**src/rtl/axis_mem_write_arbiter.sv**
```systemverilog
// axis_mem_write_arbiter: round-robin, packet-locked arbiter of two AXIS producers
// onto one registered AXIS write port, with per-port packet counters and an over-length flag.
module axis_mem_write_arbiter #(
    parameter int DATA_WIDTH = 32,
    parameter int MAX_BEATS  = 256,
    parameter int CNT_WIDTH  = 16
) (
    input  logic                    axis_aclk,
    input  logic                    axis_aresetn,
    input  logic [DATA_WIDTH-1:0]   s00_axis_tdata,
    input  logic [DATA_WIDTH/8-1:0] s00_axis_tstrb,
    input  logic                    s00_axis_tvalid,
    input  logic                    s00_axis_tlast,
    output logic                    s00_axis_tready,
    input  logic [DATA_WIDTH-1:0]   s01_axis_tdata,
    input  logic [DATA_WIDTH/8-1:0] s01_axis_tstrb,
    input  logic                    s01_axis_tvalid,
    input  logic                    s01_axis_tlast,
    output logic                    s01_axis_tready,
    output logic [DATA_WIDTH-1:0]   m00_axis_tdata,
    output logic [DATA_WIDTH/8-1:0] m00_axis_tstrb,
    output logic                    m00_axis_tvalid,
    output logic                    m00_axis_tlast,
    input  logic                    m00_axis_tready,
    output logic [1:0]              grant,
    output logic [CNT_WIDTH-1:0]    pkt_cnt0,
    output logic [CNT_WIDTH-1:0]    pkt_cnt1,
    output logic                    err_overlen
);
    localparam int SW = DATA_WIDTH / 8;
    localparam int BW = (MAX_BEATS > 1) ? $clog2(MAX_BEATS) : 1;
    localparam logic [1:0] IDLE = 2'd0;
    localparam logic [1:0] GNT0 = 2'd1;
    localparam logic [1:0] GNT1 = 2'd2;

    logic [1:0]            state_q, state_d;
    logic                  last_grant_q, last_grant_d;
    logic [BW-1:0]         beat_cnt_q, beat_cnt_d;
    logic [DATA_WIDTH-1:0] data_q, data_d;
    logic [SW-1:0]         strb_q, strb_d;
    logic                  valid_q, valid_d;
    logic                  last_q, last_d;
    logic [CNT_WIDTH-1:0]  pkt0_q, pkt0_d, pkt1_q, pkt1_d;
    logic                  err_q, err_d;
    logic                  slot_free, sel, acc, sel_last, limit, last_out;
    logic [DATA_WIDTH-1:0] sel_data;
    logic [SW-1:0]         sel_strb;

    // The output slice can take a new beat when empty or being drained this cycle.
    assign slot_free       = ~valid_q | m00_axis_tready;
    assign s00_axis_tready = (state_q == GNT0) & slot_free;
    assign s01_axis_tready = (state_q == GNT1) & slot_free;
    assign sel             = state_q == GNT1;
    assign acc             = (s00_axis_tvalid & s00_axis_tready) | (s01_axis_tvalid & s01_axis_tready);
    assign sel_data        = sel ? s01_axis_tdata : s00_axis_tdata;
    assign sel_strb        = sel ? s01_axis_tstrb : s00_axis_tstrb;
    assign sel_last        = sel ? s01_axis_tlast : s00_axis_tlast;
    assign limit           = beat_cnt_q == BW'(MAX_BEATS - 1);
    assign last_out        = sel_last | limit;

    always_comb begin
        state_d      = state_q;
        last_grant_d = last_grant_q;
        beat_cnt_d   = beat_cnt_q;
        data_d       = data_q;
        strb_d       = strb_q;
        valid_d      = valid_q;
        last_d       = last_q;
        pkt0_d       = pkt0_q;
        pkt1_d       = pkt1_q;
        err_d        = err_q;
        // On a tie the port that did not own the previous packet wins.
        if (state_q == IDLE && (s00_axis_tvalid | s01_axis_tvalid))
            state_d = (s00_axis_tvalid & (~s01_axis_tvalid | last_grant_q)) ? GNT0 : GNT1;
        if (acc) begin
            data_d     = sel_data;
            strb_d     = sel_strb;
            last_d     = last_out;
            valid_d    = 1'b1;
            beat_cnt_d = last_out ? '0 : beat_cnt_q + BW'(1);
            if (last_out) begin
                state_d      = IDLE;
                last_grant_d = sel;
                pkt0_d       = sel ? pkt0_q : pkt0_q + CNT_WIDTH'(1);
                pkt1_d       = sel ? pkt1_q + CNT_WIDTH'(1) : pkt1_q;
                err_d        = err_q | (limit & ~sel_last);
            end
        end else if (valid_q & m00_axis_tready) begin
            valid_d = 1'b0;
        end
    end

    always_ff @(posedge axis_aclk or negedge axis_aresetn) begin
        if (!axis_aresetn) begin
            state_q      <= IDLE;
            last_grant_q <= 1'b1;
            beat_cnt_q   <= '0;
            data_q       <= '0;
            strb_q       <= '0;
            valid_q      <= 1'b0;
            last_q       <= 1'b0;
            pkt0_q       <= '0;
            pkt1_q       <= '0;
            err_q        <= 1'b0;
        end else begin
            state_q      <= state_d;
            last_grant_q <= last_grant_d;
            beat_cnt_q   <= beat_cnt_d;
            data_q       <= data_d;
            strb_q       <= strb_d;
            valid_q      <= valid_d;
            last_q       <= last_d;
            pkt0_q       <= pkt0_d;
            pkt1_q       <= pkt1_d;
            err_q        <= err_d;
        end
    end

    assign m00_axis_tdata  = data_q;
    assign m00_axis_tstrb  = strb_q;
    assign m00_axis_tvalid = valid_q;
    assign m00_axis_tlast  = last_q;
    assign grant           = {state_q == GNT1, state_q == GNT0};
    assign pkt_cnt0        = pkt0_q;
    assign pkt_cnt1        = pkt1_q;
    assign err_overlen     = err_q;
endmodule

```
**config.mk**
```make
export PLATFORM = sky130hd
export DESIGN_NAME = axis_mem_write_arbiter
export DESIGN_NICKNAME = d
export VERILOG_FILES = /design/src/rtl/axis_mem_write_arbiter.sv
export SDC_FILE = /design/constraint.sdc
export NUM_CORES = 1
export LEC_CHECK = 0
export CORE_ASPECT_RATIO = 1.5
export CORE_MARGIN = 10
export CORE_UTILIZATION = 40
export CTS_CLUSTER_SIZE = 10
export DETAILED_ROUTE_END_ITERATION = 6
export GPL_ROUTABILITY_DRIVEN = 0
export PLACE_DENSITY = 0.75
export SLEW_MARGIN = 20
export SYNTH_ARGS = -nofsm -noshare
export SYNTH_HDL_FRONTEND = slang
export SYNTH_SLANG_ARGS = --single-unit
```
**constraint.sdc**
```tcl
create_clock -name axis_aclk -period 4.45 [get_ports axis_aclk]
set_input_delay 1.1125 -clock axis_aclk [delete_from_list [all_inputs] [get_ports axis_aclk]]
set_output_delay 1.1125 -clock axis_aclk [all_outputs]
set_load 0.005 [all_outputs]
```
==> flow_summary.json, run 1 <==
{
  "post-dp-hpwl_um": 8510,
  "initial_utilization_pct": 41.2,
  "syn_nets": 418,
  "hold_ws_ns": 0.457,
  "die_h_um": 140,
  "ant_nets": 0,
  "cts_tree": "yes",
  "nNetsFinal": 563,
  "timing.final.crit_share_pct": 76.5,
  "critPathKind": "in -> out",
  "path_clk_slew_ns": 0.06,
  "min_period_ns": 3.40,
  "clock_latency_ns": 0.34,
  "syn_avg_cell_area_um2": 11.5,
  "yosysWarnings": 0,
  "dominantRegCellSynth": "dfrtp_1",
  "cts_hold_buf": 0,
  "reg2reg_depth": 5,
  "relSlewSlack_pct": 34.1,
  "synth.distinct_cells": 49,
  "max-vdd-ir-drop_uv": 299,
  "grt_usage_pct": 16.5,
  "htreeDepth": 3,
  "cts_root_buf": "clkbuf_16",
  "drt_first_pass_iters": 6,
  "setup.worst_path.start_class": "input port",
  "die_x_um": 100,
  "status": "finished clean",
  "async_reset_ff_share_pct": 100,
  "drv_cap": 0,
  "powerDensity_mw_per_mm2": 539,
  "drcViolationCount": 0,
  "fin_setup_tns_ns": 0,
  "r2r_slack_ns": 2.12,
  "timing_hold_violations_final": 0,
  "fillers": 811,
  "antenna_found_initial": 0,
  "layout_common_cells": "clkdlybuf4s50_1, dfrtp_1, inv_1",
  "drive_above_1_share_pct": 6.79,
  "cp.required_ns": 3.34,
  "rsz0062_at_grt": "false",
  "core_mm2": 0.00936,
  "num_rows": 43,
  "grt_max_degree": 83,
  "slew_viol_final": 0,
  "via_count": 3382,
  "arrival_ns": 2.29,
  "cp-end-kind": "primary output",
  "post-cts-setup-buffers": 0,
  "tightest_slew_ns": 0.989,
  "fmax_mhz": 294,
  "wl_per_cell_um": 19.6,
  "syn_area_mm2": 0.00386,
  "ys_seq_elements": 82,
  "p_leak_nw": 2.51,
  "ios": 154,
  "grt_pass1_wl_um": 18700,
  "hold_depth": 1,
  "reg2reg_to": "pkt_cnt1[1]$_DFFE_PN0P_",
  "r2r-start": "beat_cnt_q[0]$_DFFE_PN0N_",
  "wl_um": 11700,
  "synth-edff-count": 0,
  "worstPathMaxFanout": 2,
  "postSynthCellCount": 336,
  "setup_ws_ns": 1.05,
  "yosysSeqAreaShare_pct": 53.2,
  "hold_class": "reg -> reg",
  "fin_skew_ns": 0.00705,
  "grt-ovfl-total": 0,
  "port_buffers": 153,
  "diodes": 0,
  "area_growth_syn_to_layout_pct": 48.1,
  "cts.repair.resized": 0,
  "final_common_cell": "clkdlybuf4s50_1",
  "dr.first_iter.drc_count": 249,
  "die_area_mm2": 0.0141,
  "finalSetupViolCount": 0,
  "grt_pass1_vias": 3632,
  "cts_buffer_depth": 2,
  "dp_slack_ns": 1.02,
  "whs_endpoint": "err_overlen$_DFFE_PN0P_",
  "vias_per_cell": 5.66,
  "cts_made_buffers": 9,
  "min-delay-start": "err_overlen$_DFFE_PN0P_",
  "cts.sink_count": 82
}
==> cell families (layout without fill, tap and decap cells) <==
logic type	Yosys count	in the layout	share of synthesized area, %
buf+inv	64	214	7.59
simple gates	67	67	10.5
compound gates	85	85	19.4
xor+xnor	30	30	6.81
flops	82	82	53.2
fa+ha+maj	3	3	0.973
mux	5	5	1.52
==> layer usage <==
layer  wire length [µm]  part of all wire, %  up-vias  GRT usage (%)
met5                  0                    0        -              0
met4                267                  2.3        0           6.79
met2               6010                   51      117           27.1
met3               1100                  9.4       22           8.07
met1               4330                   37     1687           17.6
li1                   -                    -     1556              -
==> final cells by class <==
| type | instances | area [µm²] | area share, % |
|---|---|---|---|
| tap | 112 | 140 | 2.45 |
| clock buffer | 14 | 274 | 4.79 |
| sequential | 82 | 2050 | 35.9 |
| clock inverter | 2 | 10.0 | 0.175 |
| timing repair buffer | 157 | 1560 | 27.3 |
| multi-input combinational | 190 | 1520 | 26.6 |
| inverter | 41 | 154 | 2.69 |
==> report_power, final <==
part           total, mW  switching (mW)  leakage [nW]  internal (mW)
logic               1.22           0.522          1.31          0.700
registers           1.14           0.160          1.05          0.982
clock network      0.715           0.292         0.143          0.422
total               3.08           0.975          2.51           2.10
==> through the flow <==
stage                     power (mW)  cells  cell area (µm²)  utilization (%)
after global routing            3.29    598             5720             61.1
after floorplan                 1.72    336             3860                -
after global placement          2.35    582             5430             58.0
final                           3.08    598             5720             61.1
after detailed placement        2.39    582             5430             58.0
after CTS                       3.12    598             5710             61.0
==> Yosys cell counts (2+ instances only) <==
library cell | number | area, µm²
clkbuf_1 | 5 | 18.8
inv_1 | 41 | 154
mux2_2 | 2 | 22.5
and3b_1 | 2 | 17.5
buf_4 | 7 | 52.6
xnor2_1 | 26 | 228
nor2_1 | 7 | 26.3
and3_1 | 10 | 62.6
dfrtp_1 | 81 | 2030
o2111ai_1 | 15 | 131
a21o_1 | 3 | 22.5
nand4_1 | 4 | 25.0
nand2b_1 | 2 | 12.5
o21ai_1 | 3 | 15.0
nor2b_1 | 2 | 12.5
ha_1 | 3 | 37.5
and4_1 | 3 | 26.3
a21oi_1 | 6 | 30.0
o21ai_2 | 2 | 17.5
a211o_1 | 3 | 26.3
or4_1 | 3 | 22.5
and2_1 | 5 | 31.3
o31ai_1 | 2 | 15.0
buf_6 | 2 | 22.5
xor2_1 | 4 | 35.0
nand3_1 | 8 | 40.0
a211oi_1 | 2 | 15.0
buf_2 | 9 | 45.0
o211ai_1 | 6 | 45.0
a222oi_1 | 36 | 360
nor3_1 | 4 | 20.0
nand2_1 | 10 | 37.5
a2111oi_2 | 2 | 30.0
==> state kept, by name, summed over array words and instances (netlist names) <==
register	flops
m00_axis_tdata	32
pkt_cnt0	16
pkt_cnt1	16
beat_cnt_q	8
m00_axis_tstrb	4
state_q	2
err_overlen	1
last_grant_q	1
m00_axis_tlast	1
m00_axis_tvalid	1
==> worst max-delay path, cell delays in order <==
cell and delay [ns]:
clkdlybuf4s50_1 0.47, nor2b_1 0.05, nor3_1 0.13, clkdlybuf4s50_1 0.53
==> how the worst max path moves through the flow <==
stage / start / to / slack, ns / depth (start not counted)
6_report: m00_axis_tready / s00_axis_tready / 1.05 / 4
4_1_cts: m00_axis_tready / s00_axis_tready / 1.03 / 4
3_3_place_gp: m00_axis_tready / s00_axis_tready / 1.05 / 4
3_5_place_dp: m00_axis_tready / m00_axis_tdata[18]$_DFFE_PN0N_ / 1.02 / 6
5_1_grt: m00_axis_tready / s00_axis_tready / 0.98 / 4
2_1_floorplan: m00_axis_tready / s00_axis_tready / 2.03 / 2
No activity file was read; power rests on OpenSTA's default activity.
==> run 2: changes to the inputs <==
Settings changed: CORE_UTILIZATION 40 to 39, PLACE_DENSITY 0.75 to 0.76.
Clock period 4.45 ns to 3.05 ns, I/O delays scaled along.
==> run 2 against run 1 <==
The run now ends with design-rule violations left; critical endpoint unchanged; worst hold slack worse by 0.023 ns; first-iteration DRC count is 17% lower; worst setup slack worse by 0.73 ns; via count is 0.30% lower; highest routed layer unchanged.
==> flow_summary.json, run 2 (same netlist as run 1, synthesis figures left out) <==
{
  "rsz0062_at_grt": "false",
  "cts.repair.resized": 0,
  "final_core_util_pct": 59.6,
  "slew_viol_final": 0,
  "fin_setup_tns_ns": 0,
  "initial_utilization_pct": 39.8,
  "cts.sink_count": 82,
  "critPathLaunch": "m00_axis_tready",
  "setup.worst_path.start_class": "input port",
  "arrival_ns": 1.97,
  "worstPathMaxFanout": 2,
  "num_rows": 44,
  "largest_reg_flops": 32,
  "fmax_mhz": 367,
  "die_area_mm2": 0.0144,
  "relSlewSlack_pct": 34.6,
  "cp.required_ns": 2.29,
  "finalSetupViolCount": 0,
  "nNetsFinal": 565,
  "grt-ovfl-total": 0,
  "ant_nets": 0,
  "wl_um": 11400,
  "die_x_um": 101,
  "dr.first_iter.drc_count": 207,
  "die_h_um": 142,
  "r2r_slack_ns": 0.72,
  "reg2reg_to": "pkt_cnt1[1]$_DFFE_PN0P_",
  "hold_class": "in -> async",
  "cts_buffer_depth": 2,
  "drcViolationCount": 2,
  "vias_per_cell": 5.60,
  "cts_made_buffers": 9,
  "post-cts-setup-buffers": 0,
  "grt_pass1_wl_um": 18500,
  "via_count": 3372,
  "cp-end-kind": "primary output",
  "cts_root_buf": "clkbuf_16",
  "status": "finished with violations",
  "reg2reg_depth": 5,
  "cp_common_cell": "clkdlybuf4s50_1",
  "fin_skew_ns": 0.00426,
  "final_common_cell": "clkdlybuf4s50_1",
  "r2r-start": "beat_cnt_q[0]$_DFFE_PN0N_",
  "drt_first_pass_iters": 7,
  "min_period_ns": 2.73,
  "path_cells": "clkdlybuf4s50_1 > nor2b_1 > nor3_1 > clkdlybuf4s50_1",
  "antenna_found_initial": 0,
  "post-dp-hpwl_um": 8560,
  "area_growth_syn_to_layout_pct": 49.7,
  "timing_hold_violations_final": 0,
  "timing.final.crit_share_pct": 89.5,
  "grt_max_degree": 45,
  "p_leak_nw": 2.54,
  "cts_hold_buf": 0,
  "drive_above_1_share_pct": 7.19,
  "endpoint": "s00_axis_tready",
  "diodes": 0,
  "htreeDepth": 3,
  "path_clk_slew_ns": 0.06,
  "wl_per_cell_um": 18.9,
  "layout_common_cells": "clkdlybuf4s50_1, dfrtp_1, inv_1",
  "critPathKind": "in -> out",
  "core_mm2": 0.00969,
  "slowest_stage": "clkdlybuf4s50_1",
  "grt_usage_pct": 15.9,
  "cp_slowest_stage_delay_ns": 0.54,
  "drv_cap": 0,
  "fillers": 828,
  "max-vdd-ir-drop_uv": 429,
  "powerDensity_mw_per_mm2": 791,
  "ios": 154,
  "grt_pass1_vias": 3668,
  "clock_latency_ns": 0.33,
  "port_buffers": 153,
  "violations": "design-rule violations",
  "tightest_slew_ns": 0.981,
  "cts_tree": "yes"
}
==> run 2: worst min path at each step <==
stage	startpoint	to	slack, ns	cells past startpoint
after global placement	err_overlen$_DFFE_PN0P_	err_overlen$_DFFE_PN0P_	0.45	1
after global routing	axis_aresetn	pkt_cnt0[2]$_DFFE_PN0P_	0.48	1
final	axis_aresetn	m00_axis_tvalid$_DFFE_PN0P_	0.43	1
after floorplan	err_overlen$_DFFE_PN0P_	err_overlen$_DFFE_PN0P_	0.45	1
after detailed placement	err_overlen$_DFFE_PN0P_	err_overlen$_DFFE_PN0P_	0.44	1
after CTS	axis_aresetn	pkt_cnt0[3]$_DFFE_PN0P_	0.45	1
==> run 2: final cells by class <==
cell class	count	area [µm²]	area share, %
sequential	82	2050	35.5
timing repair buffer	159	1600	27.7
multi-input combinational	190	1520	26.4
clock buffer	13	270	4.68
inverter	41	154	2.66
tap	115	144	2.49
clock inverter	2	35.0	0.606
==> run 2: routing by layer <==
layer / part of all wire, % / track usage [%] / up-vias
li1: - / - / 1564
met1: 37 / 16.9 / 1660
met2: 52 / 26.5 / 128
met3: 9.3 / 6.56 / 20
met4: 2.0 / 7.21 / 0
met5: 0 / 0 / -
==> run 2: worst max-delay path: cells and delay by family <==
kind | cells | cell delay [ns]
and+or+nand+nor | 2 | 0.19
buffers and inverters | 2 | 1.02
==> run 2: through the flow <==
step	hold WS [ns]	instances	worst slack [ns]	total power [mW]	instance area, µm²
after floorplan	0.451	336	1.05	2.50	3860
after global placement	0.450	587	0.333	3.44	5470
after detailed placement	0.443	587	0.301	3.51	5470
after CTS	0.447	602	0.302	4.63	5780
after global routing	0.479	602	0.231	4.87	5780
final	0.434	602	0.322	4.57	5780
==> run 2: where the power goes <==
part / leakage (nW) / total, mW / switching, mW / internal (mW)
sequential: 1.05 / 1.67 / 0.233 / 1.43
clock: 0.152 / 1.10 / 0.408 / 0.695
combinational: 1.33 / 1.80 / 0.756 / 1.04
total: 2.54 / 4.57 / 1.40 / 3.17
==> run 3: changes to the inputs <==
Settings changed: CAP_MARGIN set to 20, CORE_UTILIZATION 39 to 40, PLACE_DENSITY 0.76 to 0.75.
Clock period 3.05 ns to 3.3 ns, I/O delays scaled along.
==> run 3 against run 2 <==
The flow now finishes without violations; routed wire length decreased by 0.81%; combinational power fell by 8%; global-route usage is essentially flat; die area fell by 2.1%; cell count decreased by 0.50%; critical endpoint unchanged.
==> flow_summary.json, run 3 (same netlist as run 1, synthesis figures left out) <==
{
  "wl_per_cell_um": 18.9,
  "fin_setup_tns_ns": 0,
  "fmax_mhz": 354,
  "vias_per_cell": 5.64,
  "final_common_cell": "clkdlybuf4s50_1",
  "post-dp-hpwl_um": 8290,
  "cts.sink_count": 82,
  "drv_cap": 0,
  "cts_hold_buf": 0,
  "grt_usage_pct": 15.8,
  "wl_um": 11300,
  "layout_common_cells": "clkdlybuf4s50_1, dfrtp_1, inv_1",
  "p_sw_mw": 1.32,
  "grt_pass1_wl_um": 18100,
  "switching_share_pct": 31.3,
  "grt-ovfl-total": 0,
  "use_met1_pct": 17.0,
  "powerDensity_mw_per_mm2": 731,
  "met2_usage_pct": 27.2,
  "setup.worst_path.start_class": "input port",
  "dr.first_iter.drc_count": 258,
  "p_leak_nw": 2.52,
  "post-cts-setup-buffers": 0,
  "max-vdd-ir-drop_uv": 421,
  "total_power_mw": 4.21,
  "diodes": 0,
  "path_clk_slew_ns": 0.06,
  "die_h_um": 140,
  "die_x_um": 100,
  "reg2reg_to": "pkt_cnt1[1]$_DFFE_PN0P_",
  "final_core_util_pct": 61.5,
  "setup_ws_ns": 0.474,
  "gr-usage-met3_pct": 5.71,
  "worstPathMaxFanout": 2,
  "area_growth_syn_to_layout_pct": 49.2,
  "timing_hold_violations_final": 0,
  "critPathKind": "in -> out",
  "intPower_mw": 2.89,
  "drcViolationCount": 0,
  "dp_slack_ns": 0.465,
  "cts_tree": "yes",
  "antenna_found_initial": 0,
  "min_period_ns": 2.83,
  "die_area_mm2": 0.0141,
  "slew_viol_final": 0,
  "comb_power_share_pct": 39.3,
  "initial_utilization_pct": 41.2,
  "drive_above_1_share_pct": 7.39,
  "nNetsFinal": 564,
  "grt_max_degree": 83,
  "critPathLaunch": "m00_axis_tready",
  "port_buffers": 153,
  "reg2reg_depth": 5,
  "drt_first_pass_iters": 6,
  "relSlewSlack_pct": 35.1,
  "core_mm2": 0.00936,
  "tightest_slew_ns": 0.973,
  "cts_root_buf": "clkbuf_16",
  "r2r-start": "beat_cnt_q[1]$_DFFE_PN0N_",
  "grt_busiest_layer": "met2",
  "r2r_slack_ns": 0.99,
  "fin_skew_ns": 0.00881,
  "status": "finished clean",
  "ant_nets": 0,
  "hold_ws_ns": 0.466,
  "power.share.sequential_pct": 36.6,
  "timing.final.crit_share_pct": 85.6,
  "ios": 154,
  "cts_made_buffers": 9,
  "arrival_ns": 2.00,
  "htreeDepth": 3,
  "clock_latency_ns": 0.34,
  "endpoint": "s00_axis_tready",
  "cp-end-kind": "primary output",
  "hold_class": "reg -> reg",
  "largest_reg_flops": 32,
  "via_count": 3378,
  "finalSetupViolCount": 0,
  "grt_pass1_vias": 3576,
  "num_rows": 43,
  "cts_buffer_depth": 2,
  "pwr-share-clk_pct": 24.1,
  "cts.repair.resized": 0,
  "rsz0062_at_grt": "false",
  "cp.required_ns": 2.47
}
## run 3: how the worst min path moves through the flow
stage,slack [ns],depth (start not counted),endpoint,from
after floorplan,0.45,1,err_overlen$_DFFE_PN0P_,err_overlen$_DFFE_PN0P_
after global placement,0.45,1,err_overlen$_DFFE_PN0P_,err_overlen$_DFFE_PN0P_
after detailed placement,0.45,1,err_overlen$_DFFE_PN0P_,err_overlen$_DFFE_PN0P_
after CTS,0.47,1,err_overlen$_DFFE_PN0P_,err_overlen$_DFFE_PN0P_
after global routing,0.50,1,err_overlen$_DFFE_PN0P_,err_overlen$_DFFE_PN0P_
final,0.47,1,err_overlen$_DFFE_PN0P_,err_overlen$_DFFE_PN0P_
## run 3: critical path: stages
cell and delay (ns):
clkdlybuf4s50_1 0.47, nor2b_1 0.05, nor3_1 0.12, clkdlybuf4s50_1 0.53
## run 3: cell type report
cell class | count | area (µm²)
Tap cell | 112 | 140
Clock buffer | 10 | 239
Timing Repair Buffer | 158 | 1580
Inverter | 41 | 154
Multi-Input combinational cell | 190 | 1520
Sequential cell | 82 | 2050
Fill cell | 779 | 3600
Clock inverter | 6 | 66.3
## run 3: power groups by stage
stage	registers (mW)	clock network (mW)	logic, mW
2_1_floorplan	1.55	0	0.767
3_3_place_gp	1.54	0	1.65
3_5_place_dp	1.55	0	1.68
4_1_cts	1.54	1.04	1.69
5_1_grt	1.58	1.08	1.83
6_report	1.54	1.02	1.65
## run 3: through the flow
step                      instances  instance area [µm²]
after floorplan                 336                 3860
after CTS                       599                 5750
after global placement          583                 5450
after detailed placement        583                 5450
final                           599                 5760
after global routing            599                 5760
## run 3: routing by layer
| metal | vias to the layer above | wire (µm) | part of all wire, % |
|---|---|---|---|
| li1 | 1558 | - | - |
| met1 | 1666 | 4170 | 37 |
| met2 | 137 | 5970 | 53 |
| met3 | 17 | 975 | 8.6 |
| met4 | 0 | 190 | 1.7 |
| met5 | - | 0 | 0 |
